**src/rtl/pb_pkg.sv**
```systemverilog
// rtl/pb_pkg.sv - shared types and defaults for the push-button debouncer
package pb_pkg;

  // Default number of buttons and stability window in clock cycles
  localparam int PB_N               = 5;
  localparam int PB_DEBOUNCE_CYCLES = 16;

  // Per-button debounce state; bit 1 doubles as the debounced level
  typedef enum logic [1:0] {
    S_LOW  = 2'b00,
    S_RISE = 2'b01,
    S_HIGH = 2'b11,
    S_FALL = 2'b10
  } pb_state_t;

endpackage

```
**src/rtl/pb_debounce_cell.sv**
```systemverilog
// rtl/pb_debounce_cell.sv - single-button synchronizer, stability counter and edge pulses
module pb_debounce_cell
  import pb_pkg::*;
#(
  parameter int DEBOUNCE_CYCLES = PB_DEBOUNCE_CYCLES
) (
  input  logic clk,
  input  logic rst_n,
  input  logic pb,
  output logic pb_level,
  output logic pb_press,
  output logic pb_release
);

  localparam int CNT_W = $clog2(DEBOUNCE_CYCLES + 1);
  localparam logic [CNT_W-1:0] CNT_LAST = CNT_W'(DEBOUNCE_CYCLES - 1);
  localparam logic [CNT_W-1:0] CNT_ONE  = CNT_W'(1);

  logic             s1;
  logic             s2;
  pb_state_t        state;
  pb_state_t        state_nxt;
  logic [CNT_W-1:0] cnt;
  logic [CNT_W-1:0] cnt_nxt;
  logic             level_nxt;
  logic             press_nxt;
  logic             release_nxt;

  // Two-flop synchronizer; only s2 is allowed to influence the FSM
  always_ff @(posedge clk or negedge rst_n) begin
    if (!rst_n) begin
      s1 <= 1'b0;
      s2 <= 1'b0;
    end else begin
      s1 <= pb;
      s2 <= s1;
    end
  end

  // State, counter and registered outputs
  always_ff @(posedge clk or negedge rst_n) begin
    if (!rst_n) begin
      state      <= S_LOW;
      cnt        <= '0;
      pb_level   <= 1'b0;
      pb_press   <= 1'b0;
      pb_release <= 1'b0;
    end else begin
      state      <= state_nxt;
      cnt        <= cnt_nxt;
      pb_level   <= level_nxt;
      pb_press   <= press_nxt;
      pb_release <= release_nxt;
    end
  end

  // Next-state logic: a candidate level must be seen DEBOUNCE_CYCLES times in a row
  always_comb begin
    state_nxt   = state;
    cnt_nxt     = cnt;
    level_nxt   = pb_level;
    press_nxt   = 1'b0;
    release_nxt = 1'b0;
    case (state)
      S_LOW: begin
        if (s2) begin
          state_nxt = S_RISE;
          cnt_nxt   = CNT_ONE;
        end else begin
          cnt_nxt   = '0;
        end
      end
      S_RISE: begin
        if (!s2) begin
          state_nxt = S_LOW;
          cnt_nxt   = '0;
        end else if (cnt == CNT_LAST) begin
          state_nxt = S_HIGH;
          cnt_nxt   = '0;
          level_nxt = 1'b1;
          press_nxt = 1'b1;
        end else begin
          cnt_nxt   = cnt + 1'b1;
        end
      end
      S_HIGH: begin
        if (!s2) begin
          state_nxt = S_FALL;
          cnt_nxt   = CNT_ONE;
        end else begin
          cnt_nxt   = '0;
        end
      end
      S_FALL: begin
        if (s2) begin
          state_nxt = S_HIGH;
          cnt_nxt   = '0;
        end else if (cnt == CNT_LAST) begin
          state_nxt   = S_LOW;
          cnt_nxt     = '0;
          level_nxt   = 1'b0;
          release_nxt = 1'b1;
        end else begin
          cnt_nxt     = cnt + 1'b1;
        end
      end
      default: begin
        state_nxt = S_LOW;
        cnt_nxt   = '0;
        level_nxt = 1'b0;
      end
    endcase
  end

endmodule

```
**src/rtl/pb_debouncer.sv**
```systemverilog
// rtl/pb_debouncer.sv - bank of independent push-button debounce cells
module pb_debouncer
  import pb_pkg::*;
#(
  parameter int N_PB            = PB_N,
  parameter int DEBOUNCE_CYCLES = PB_DEBOUNCE_CYCLES
) (
  input  logic            clk,
  input  logic            rst_n,
  input  logic [N_PB-1:0] pb,
  output logic [N_PB-1:0] pb_level,
  output logic [N_PB-1:0] pb_press,
  output logic [N_PB-1:0] pb_release
);

  // One fully independent cell per button
  for (genvar i = 0; i < N_PB; i++) begin : g_cell
    pb_debounce_cell #(
      .DEBOUNCE_CYCLES(DEBOUNCE_CYCLES)
    ) u_cell (
      .clk       (clk),
      .rst_n     (rst_n),
      .pb        (pb[i]),
      .pb_level  (pb_level[i]),
      .pb_press  (pb_press[i]),
      .pb_release(pb_release[i])
    );
  end

endmodule

```
**config.mk**
```make
export PLATFORM = sky130hd
export DESIGN_NAME = pb_debouncer
export DESIGN_NICKNAME = d
export VERILOG_FILES = /design/src/rtl/pb_pkg.sv /design/src/rtl/pb_debounce_cell.sv /design/src/rtl/pb_debouncer.sv
export SDC_FILE = /design/constraint.sdc
export NUM_CORES = 1
export LEC_CHECK = 0
export BUFFER_PORTS_ARGS = -buffer_cell sky130_fd_sc_hd__buf_4
export CORE_AREA = 2 2 75 77
export DETAILED_ROUTE_END_ITERATION = 12
export DIE_AREA = 0 0 77 79
export PLACE_DENSITY = 0.78
export SYNTH_ARGS = -nofsm -noshare
export SYNTH_HDL_FRONTEND = slang
export SYNTH_SLANG_ARGS = --single-unit
```
**constraint.sdc**
```tcl
create_clock -name clk -period 2.9 [get_ports clk]
set_clock_uncertainty 0.2 [all_clocks]
set_input_delay 0.145 -clock clk [delete_from_list [all_inputs] [get_ports clk]]
set_output_delay 0.145 -clock clk [all_outputs]
set_load 0.02 [all_outputs]
```
==> impl_metrics.tcl, run 1 <==
set metrics [dict create \
    setup-violations-final 0 \
    remaining_drc_errors 0 \
    io_buffer_count 21 \
    number_of_placement_rows 27 \
    synth_top_cells_by_area "dfrtp_1 48%, ha_1 11%, buf_4 3.6%" \
    num_io_pins 22 \
    placed_area_sq_um 3200 \
    starting_density_of_the_core 0.580 \
    vias_per_cell 5.44 \
    finalCritPeriodShare 0.642 \
    final-instance-count-excl-fill 378 \
    endpoint_kind "register" \
    clockRootBuffer "clkbuf_8" \
    outcome "finished clean" \
    startpoint_types "register" \
    gr-usage-all-layers 0.182 \
    synth_area_sq_um 3100 \
    dp.final_hpwl_um 3300 \
    max_buffers_root_to_sink 2 \
    clock_tree_from_tritoncts "yes" \
    cts_inserted_buffers 9 \
    place_congestion 0.838 \
    ctsResizeCount 0 \
    detail_route.iter0.violations 120 \
    clk-insertion-delay-late_ps 330 \
    report.final.slew_viol_count 0 \
    routed_wire_length_um 4920 \
    path_max_fanout 6 \
    syn-mean-instance-area_sq_um 11.0 \
    fin_tns_setup_ps 0 \
    worst_hold_path_type "reg2reg" \
    synthDominantCellAreaShare 0.485 \
    drt.antenna.violating_nets 0 \
    postLayoutCellArea_sq_um 3440 \
    post_synthesis_to_final_layout_area_growth_pct 11.1 \
    worst_r2r_path_depth 6 \
    final_hold_viol_count 0 \
    power.density_nw_per_um2 850 \
    core_area_sq_um 5340 \
    f_max_mhz 537 \
    timing.setup.critical_path_class "reg2reg" \
    finalWorstPathRequiredPeriod_ps 1860 \
    reg2reg_setup_slack_ps 1040 \
    synth_sequential_area_ratio 0.485 \
    nets 334 \
    yosysTopAreaCell "dfrtp_1" \
    h-tree-depth 3 \
    synthDistinctLibCells 47 \
    post_drt_wl_per_cell_um 13.0 \
    grt_pass1_wl_um 8790 \
    clkSinkCount 60 \
    yosys_most_used_dff "dfrtp_1" \
    floorplan.die.height_um 79 \
    total_leakage_power_nw 1.73 \
    grt_pass1_vias 1982 \
    drv_cap 0 \
    edff_count_synth 0 \
    synth_async_sr_flop_share 1.00 \
    drt_pre_antenna_iters 4 \
    die_x_um 77 \
    grt_overflow_total 0 \
    peakVddDrop_uv 405 \
    place.detailed.instances 356 \
    fin_util 0.645 \
    worstPathArrival_ps 1870 \
    grt_antenna_before_repair 0 \
    worst-endpoint-required_ps 2910 \
    maximum_number_of_pins_on_one_net_before_global_route_repair 61 \
    via_count 2055 \
    critical_path.startpoint "g_cell[2].u_cell.state[1]" \
    synth_warnings 0 \
    layout-drive-gt1-share 0.141 \
    diodes 0 \
    whs_path_depth 0 \
    grt_setup_unrepaired "no" \
    design.die.area_sq_um 6080 \
    synthesis.instances 282 \
    yosys_register_bits 60 \
    clkTransAtPathRegs_ps 60 \
    totalPowerFinal_mw 2.93 \
    reg2reg_from "g_cell[2].u_cell.state[1]" \
    synthesis.nets 315 \
    hp-start "g_cell[3].u_cell.s1" \
    slew_headroom 0.519 \
    tightestPinTransition_ps 721 \
]
## worst max-delay path: stages (launching register included)
cell and delay, ps:
dfrtp_1 400, inv_1 100, ha_1 260, mux2i_4 210, nor2b_4 80, a21o_1 150
a221o_1 350
## metal layers
layer,share of wire,global-route usage,vias to the layer above
li1,-,-,1021
met1,0.47,0.238,995
met5,0,0,-
met2,0.48,0.286,35
met4,0.012,0.0732,0
met3,0.036,0.0580,4
## stage by stage
| step | hold slack [ps] | setup slack (ps) |
|---|---|---|
| 3_3_place_gp | 53.9 | 1130 |
| 6_report | 147 | 1040 |
| 3_5_place_dp | 55.8 | 1060 |
| 5_1_grt | 157 | 927 |
| 4_1_cts | 148 | 1040 |
| 2_1_floorplan | -351 | 1180 |
## Yosys cell counts (2+ instances only)
master	instances
nand2_1	5
dfrtp_1	60
a221oi_1	3
a211oi_1	3
o31ai_1	4
nor2_1	22
buf_4	15
nand3_1	10
nor3b_1	2
nor3_1	7
o21ai_0	9
buf_6	2
o22a_1	2
o32ai_1	3
o41ai_1	2
ha_1	26
and3_2	2
mux2i_1	7
nand4b_1	3
a211oi_2	2
and4b_1	2
a41oi_1	2
and2_1	3
buf_2	2
inv_1	24
and3_1	14
a21oi_1	16
nand2b_1	2
xnor2_1	10
## placed cells by master, fill, tap and decap left out, drive strengths merged, types with 8 or more instances in the layout
cell type / synthesis / final
dfrtp: 60 / 60
ha: 26 / 26
inv: 24 / 24
nor2: 22 / 22
buf: 19 / 21
a21oi: 16 / 16
and3: 16 / 16
clkbuf: 0 / 15
nand3: 10 / 10
xnor2: 10 / 10
o21ai: 9 / 9
mux2i: 8 / 8
## registers in the layout, indices dropped and copies added, names as in the netlist
signal                    cells
g_cell.u_cell.pb_press        5
g_cell.u_cell.s1              5
g_cell.u_cell.cnt            25
g_cell.u_cell.state          10
g_cell.u_cell.s2              5
g_cell.u_cell.pb_level        5
g_cell.u_cell.pb_release      5
## where the power goes
part           switching (mW)  leakage (nW)  internal [mW]
sequential              0.130         0.758          0.990
clock                   0.303        0.0937          0.380
combinational           0.645         0.880          0.477
total                    1.08          1.73           1.85
## final timing paths
check,endpoint
setup / recovery,g_cell[2].u_cell.state[1]
hold / removal,g_cell[3].u_cell.s2
setup reg to reg,g_cell[2].u_cell.state[1]
hold reg to reg,g_cell[3].u_cell.s2
max in group asynchronous,g_cell[1].u_cell.pb_release
min in group asynchronous,g_cell[3].u_cell.pb_release
## kinds of logic (layout without fill, tap and decap cells)
group,after synthesis,in the layout,share of synthesized area
compound gates,54,54,0.120
fa+ha+maj,26,26,0.105
flops,60,60,0.485
buf+inv,43,67,0.0759
simple gates,79,79,0.149
mux,10,10,0.0372
xor+xnor,10,10,0.0283
## area by class of cell
cell class | instances | area, sq um
Multi-Input combinational cell | 179 | 1360
Timing Repair Buffer | 27 | 218
Fill cell | 442 | 1900
Clock buffer | 15 | 176
Inverter | 24 | 90.1
Clock inverter | 1 | 5.00
Sequential cell | 60 | 1500
Tap cell | 72 | 90.1
## timing repair
item,CTS,global route
hold buffers,6,0
buffers inserted,0,0
endpoints found under the hold margin,65,0
(Power assumes the default switching activity.)
==> run 2, diff against run 1 <==
--- a/config.mk
+++ b/config.mk
@@ -6,10 +6,10 @@
 export NUM_CORES = 1
 export LEC_CHECK = 0
 export BUFFER_PORTS_ARGS = -buffer_cell sky130_fd_sc_hd__buf_4
-export CORE_AREA = 2 2 75 77
+export CORE_AREA = 2 2 79 81
 export DETAILED_ROUTE_END_ITERATION = 12
-export DIE_AREA = 0 0 77 79
-export PLACE_DENSITY = 0.78
+export DIE_AREA = 0 0 81 83
+export PLACE_DENSITY = 0.74
 export SYNTH_ARGS = -nofsm -noshare
 export SYNTH_HDL_FRONTEND = slang
 export SYNTH_SLANG_ARGS = --single-unit
==> constraint.sdc (replaced) <==
create_clock -name clk -period 1.7 [get_ports clk]
set_clock_uncertainty 0.2 [all_clocks]
set_input_delay 0.085 -clock clk [delete_from_list [all_inputs] [get_ports clk]]
set_output_delay 0.085 -clock clk [all_outputs]
set_load 0.02 [all_outputs]
==> impl_metrics.tcl, run 2 (synthesis gave the netlist of run 1 again) <==
set metrics [dict create \
    outcome "finished, violations left" \
    failed_checks "setup timing" \
    clkSinkCount 60 \
    slew_headroom 0.799 \
    post_synthesis_to_final_layout_area_growth_pct 28.8 \
    seq_area_sq_um 1510 \
    worst_hold_path_type "in2async" \
    nets 375 \
    finalCritPeriodShare 1.01 \
    setup-violations-final 1 \
    grt_antenna_before_repair 0 \
    number_of_placement_rows 28 \
    grt_overflow_total 0 \
    layout-drive-gt1-share 0.354 \
    multi_input_area_sq_um 1580 \
    timing.setup.critical_path_class "reg2reg" \
    clock_power_share 0.198 \
    post_drt_wl_per_cell_um 13.6 \
    design.die.area_sq_um 6720 \
    power.switching_mw 2.18 \
    cts_inserted_buffers 9 \
    crit_family "compound AO/OA/AOI/OAI gates" \
    worst-path-buf-inv 1 \
    clock_tree_from_tritoncts "yes" \
    dp.final_hpwl_um 3710 \
    clockRootBuffer "clkbuf_8" \
    worstPathArrival_ps 1730 \
    peakVddDrop_uv 761 \
    vias_per_cell 5.41 \
    floorplan.die.height_um 83 \
    final_hold_viol_count 0 \
    clkTransAtPathRegs_ps 60 \
    drt_pre_antenna_iters 4 \
    total_leakage_power_nw 1.94 \
    fin_tns_setup_ps -11.8 \
    finalWorstPathRequiredPeriod_ps 1710 \
    top_regs "g_cell.u_cell.cnt: 25 flops, g_cell.u_cell.state: 10 flops" \
    sw_frac_of_total 0.368 \
    place_congestion 0.781 \
    gr-usage-all-layers 0.185 \
    worst-endpoint-required_ps 1720 \
    max_flop_register "g_cell.u_cell.cnt" \
    worstPathCellList "inv_4 > ha_4 > mux2i_4 > nor2b_4 > a21o_1 > a221o_1" \
    grt_pass1_wl_um 9760 \
    maximum_number_of_pins_on_one_net_before_global_route_repair 61 \
    mostFrequentLayoutCells "61 x buf_4, 57 x dfrtp_1, 19 x inv_1, 19 x nor2_1, 14 x and3_1" \
    starting_density_of_the_core 0.533 \
    routed_wire_length_um 5740 \
    critical-path-max-stage-delay_ps 440 \
    detailedPlace.worstSlack_ps -54.7 \
    drt.antenna.violating_nets 0 \
    max_buffers_root_to_sink 2 \
    grt_setup_unrepaired "yes" \
    report.final.slew_viol_count 0 \
    die_x_um 81 \
    crit_path_top_delay_cell "dfrtp_2" \
    max_ffs_per_register 25 \
    power.density_nw_per_um2 1480 \
    detail_route.iter0.violations 93 \
    tightestPinTransition_ps 301 \
    clk-insertion-delay-late_ps 340 \
    endpoint_kind "register" \
    internal_power_mw 3.74 \
    h-tree-depth 3 \
    startpoint_types "register" \
    path_max_fanout 5 \
    drv_cap 0 \
    f_max_mhz 584 \
    timing.final.ws_setup_ps -11.8 \
    core_area_sq_um 5820 \
    fill_cells 432 \
    remaining_drc_errors 0 \
    power_frac_comb 0.474 \
    diodes 0 \
    grt_pass1_vias 2281 \
    via_count 2283 \
    io_buffer_count 21 \
    num_io_pins 22 \
    mostFrequentLayoutCell "buf_4" \
    power_frac_seq 0.328 \
    totalPowerFinal_mw 5.92 \
]
==> run 2: cell count changes in the layout (fill, tap and decap cells not counted), moves of 4 or more <==
cell | before | now
inv_2 | 0 | 4
ha_1 | 26 | 13
inv_1 | 24 | 19
buf_4 | 21 | 61
ha_2 | 0 | 6
ha_4 | 0 | 7
==> run 2: power groups by stage <==
stage / logic (mW) / registers [mW] / clock network, mW
global placement: 2.12 / 1.91 / 0
CTS: 2.36 / 1.92 / 1.20
global route: 3.14 / 1.97 / 1.27
floorplan: 1.57 / 1.88 / 0
finish: 2.81 / 1.94 / 1.17
detailed placement: 2.18 / 1.93 / 0
==> run 2: through the flow <==
stage	util	cells	hold WS, ps	cell area [sq um]
after CTS	0.645	412	96.1	3750
after floorplan	-	282	-411	3100
after global placement	0.589	386	-101	3420
final	0.686	422	88.5	3990
after detailed placement	0.589	386	-101	3420
after global routing	0.686	422	132	3990
==> run 2: cell type report <==
| type | instances | share of cell area |
|---|---|---|
| clock buffers | 15 | 0.0442 |
| clock inverters | 1 | 0.00125 |
| inverters | 24 | 0.0232 |
| multi-input cells | 179 | 0.396 |
| flip-flops and latches | 60 | 0.377 |
| well taps | 75 | 0.0235 |
| repair buffers | 68 | 0.135 |
==> run 2: routing by layer <==
layer / GRT usage / part of all wire
met1: 0.233 / 0.45
met2: 0.295 / 0.50
met3: 0.0391 / 0.031
met4: 0.0971 / 0.023
met5: 0 / 0
==> run 2: what timing repair did <==
item	4_1_cts	5_1_grt
hold endpoints to repair	65	0
setup endpoints to repair	3	21
pin swaps	3	6
gates resized for setup	12	40
hold buffers	6	0
gates cloned	0	0
buffers inserted	4	10
==> run 2: tightest hold or removal path, stage by stage <==
cell	delay, ps
dlygate4sd3_1	530
buf_4	120
buf_12	270
==> run 2: final timing paths <==
path                                                  end  depth (start not counted)  slack [ps]                       from
worst min register to register        g_cell[4].u_cell.s2                          0         150        g_cell[4].u_cell.s1
worst max register to register  g_cell[2].u_cell.state[1]                          6         -10  g_cell[2].u_cell.state[1]
min in group clk                      g_cell[4].u_cell.s2                          0         150        g_cell[4].u_cell.s1
max in group asynchronous       g_cell[1].u_cell.state[1]                          3         960                      rst_n
worst max-delay path            g_cell[2].u_cell.state[1]                          6         -10  g_cell[2].u_cell.state[1]
worst min-delay path            g_cell[2].u_cell.pb_level                          3          90                      rst_n
==> run 3, diff against run 2 <==
--- a/config.mk
+++ b/config.mk
@@ -6,10 +6,11 @@
 export NUM_CORES = 1
 export LEC_CHECK = 0
 export BUFFER_PORTS_ARGS = -buffer_cell sky130_fd_sc_hd__buf_4
-export CORE_AREA = 2 2 79 81
+export CORE_AREA = 2 2 78 80
 export DETAILED_ROUTE_END_ITERATION = 12
-export DIE_AREA = 0 0 81 83
+export DIE_AREA = 0 0 80 82
 export PLACE_DENSITY = 0.74
 export SYNTH_ARGS = -nofsm -noshare
 export SYNTH_HDL_FRONTEND = slang
+export SYNTH_HIERARCHICAL = 1
 export SYNTH_SLANG_ARGS = --single-unit
==> impl_metrics.tcl, run 3 <==
set metrics [dict create \
    routed_wire_length_um 5400 \
    drv_cap 0 \
    synth_sequential_area_ratio 0.503 \
    report.final.slew_viol_count 0 \
    nets 334 \
    via_count 2018 \
    worst_hold_path_type "reg2reg" \
    synth_warnings 6 \
    internal_power_mw 3.79 \
    synthMostInstantiatedCell "dfrtp_1" \
    sw_frac_of_total 0.323 \
    crit_path_top_delay_cell "dfrtp_2" \
    vias_per_cell 5.32 \
    yosys_register_bits 60 \
    remaining_drc_errors 0 \
    f_max_mhz 594 \
    clkSinkCount 60 \
    layout-drive-gt1-share 0.405 \
    path_max_fanout 4 \
    outcome "finished clean" \
    max_buffers_root_to_sink 2 \
    tightestPinTransition_ps 335 \
    yosysTopAreaCell "dfrtp_1" \
    worstPathCellList "inv_2 > ha_1 > mux2i_2 > o21ai_4 > mux2_4" \
    clock_tree_from_tritoncts "yes" \
    fill_cells 431 \
    yosys_most_used_dff "dfrtp_1" \
    max_ffs_per_register 25 \
    clk-insertion-delay-late_ps 340 \
    worst-path-buf-inv 1 \
    post_drt_wl_per_cell_um 14.3 \
    final_hold_viol_count 0 \
    critical-path-max-stage-delay_ps 420 \
    drt_pre_antenna_iters 4 \
    synth_fa_ha_area_frac 0.117 \
    floorplan.die.height_um 82 \
    gr-usage-all-layers 0.166 \
    cts_inserted_buffers 9 \
    number_of_placement_rows 28 \
    diodes 0 \
    timing.setup.critical_path_class "reg2reg" \
    syn-mean-instance-area_sq_um 12.5 \
    slew_headroom 0.777 \
    synth_top_cells_by_area "dfrtp_1 50%, ha_1 12%, mux2_1 3.8%" \
    synthDominantCellAreaShare 0.503 \
    design.die.area_sq_um 6560 \
    die_x_um 80 \
    drt.antenna.violating_nets 0 \
    power_frac_comb 0.395 \
    synth.cells.most_frequent "60 x dfrtp_1, 28 x ha_1, 15 x and3_1, 15 x inv_1" \
    starting_density_of_the_core 0.520 \
    num_io_pins 22 \
    synth_compound_area_frac 0.0759 \
    totalPowerFinal_mw 5.59 \
    crit_family "multiplexers" \
    power.density_nw_per_um2 1450 \
    edff_count_synth 0 \
    worst-endpoint-required_ps 1710 \
    clkTransAtPathRegs_ps 60 \
    grt_antenna_before_repair 0 \
    grt_setup_unrepaired "yes" \
    dp.final_hpwl_um 3550 \
    power_frac_seq 0.339 \
    post_synthesis_to_final_layout_area_growth_pct 29.1 \
    total_leakage_power_nw 1.82 \
    clockRootBuffer "clkbuf_8" \
    detail_route.iter0.violations 69 \
    core_area_sq_um 5750 \
    mostFrequentLayoutCells "55 x dfrtp_1, 47 x buf_4, 15 x and3_1" \
    worstPathArrival_ps 1700 \
    h-tree-depth 3 \
    synthesis.nets 273 \
    clock_power_share 0.265 \
    synth_area_sq_um 2990 \
    synthSimpleGateAreaFrac 0.126 \
    endpoint_kind "register" \
    top_regs "g_cell.u_cell/cnt: 25 flops, g_cell.u_cell/state: 10 flops" \
    io_buffer_count 21 \
    synthDistinctLibCells 25 \
    synthesis.instances 238 \
    place_congestion 0.831 \
    yosys.area_share.xor_xnor 0.0293 \
    finalCritPeriodShare 0.990 \
    synth.mux.area_fraction 0.111 \
    postLayoutCellArea_sq_um 3850 \
    setup-violations-final 0 \
    peakVddDrop_uv 1080 \
    startpoint_types "register" \
    grt_overflow_total 0 \
    grt_pass1_wl_um 8280 \
    finalWorstPathRequiredPeriod_ps 1680 \
    synth_top_family_by_area "simple AND/OR/NAND/NOR gates" \
    max_flop_register "g_cell.u_cell/cnt" \
    placed_area_sq_um 3370 \
    synth_async_sr_flop_share 1.00 \
    maximum_number_of_pins_on_one_net_before_global_route_repair 39 \
    grt_pass1_vias 1930 \
    mostFrequentLayoutCell "dfrtp_1" \
    power.switching_mw 1.80 \
]
run 3: worst paths after layout:
path / depth (start not counted) / slack (ps) / from / to
max reg2reg: 5 / 20 / g_cell[2].u_cell/state[0] / g_cell[2].u_cell/state[0]
max: 5 / 20 / g_cell[2].u_cell/state[0] / g_cell[2].u_cell/state[0]
min in group asynchronous: 3 / 530 / rst_n / g_cell[4].u_cell/cnt[3]
min: 0 / 150 / g_cell[1].u_cell/s1 / g_cell[1].u_cell/s2
min reg2reg: 0 / 150 / g_cell[1].u_cell/s1 / g_cell[1].u_cell/s2
max in group asynchronous: 4 / 260 / rst_n / g_cell[2].u_cell/state[0]
run 3: kinds of logic after synthesis:
| family | after synthesis |
|---|---|
| AO/OA/AOI/OAI | 35 |
| XOR/XNOR | 10 |
| adder cells (fa/ha/maj) | 28 |
| buffers and inverters | 20 |
| flip-flops | 60 |
| multiplexers | 25 |
| AND/OR/NAND/NOR | 60 |
run 3: power groups by stage:
stage	Clock, mW	Sequential [mW]	Combinational, mW
global placement	0	1.86	1.76
detailed placement	0	1.87	1.81
global route	1.58	1.93	2.45
CTS	1.51	1.85	1.87
floorplan	0	1.82	1.32
finish	1.48	1.90	2.21
run 3: area by class of cell:
type,count,area [sq um],share of cell area
Clock buffer,12,165,0.0429
Clock inverter,4,70.1,0.0182
Inverter,15,56.3,0.0146
Multi-Input combinational cell,158,1520,0.394
Sequential cell,60,1510,0.391
Tap cell,75,93.8,0.0244
Timing Repair Buffer,55,443,0.115
run 3: through the flow:
stage	utilization	instances	hold WS, ps	TNS, ps	worst slack, ps
after floorplan	-	238	-411	0	85.7
final	0.671	379	148	0	17.6
after global routing	0.671	379	160	-132	-36.0
after global placement	0.586	352	-197	0	36.7
after CTS	0.641	375	149	0	2.70
after detailed placement	0.586	352	-197	-3.25	-3.25
run 3: what timing repair did:
item                       4_1_cts  5_1_grt
hold endpoints to repair        65        0
hold buffers                     7        0
gates resized for setup          5       42
cloned                           0        0
setup endpoints to repair        6       11
setup buffers                    0        4
pin swaps                        0        5
run 3: routing by layer:
layer | GRT usage | wire length (um)
met1 | 0.186 | 2340
met2 | 0.294 | 2830
met3 | 0.0407 | 135
met4 | 0.0881 | 90
met5 | 0 | 0
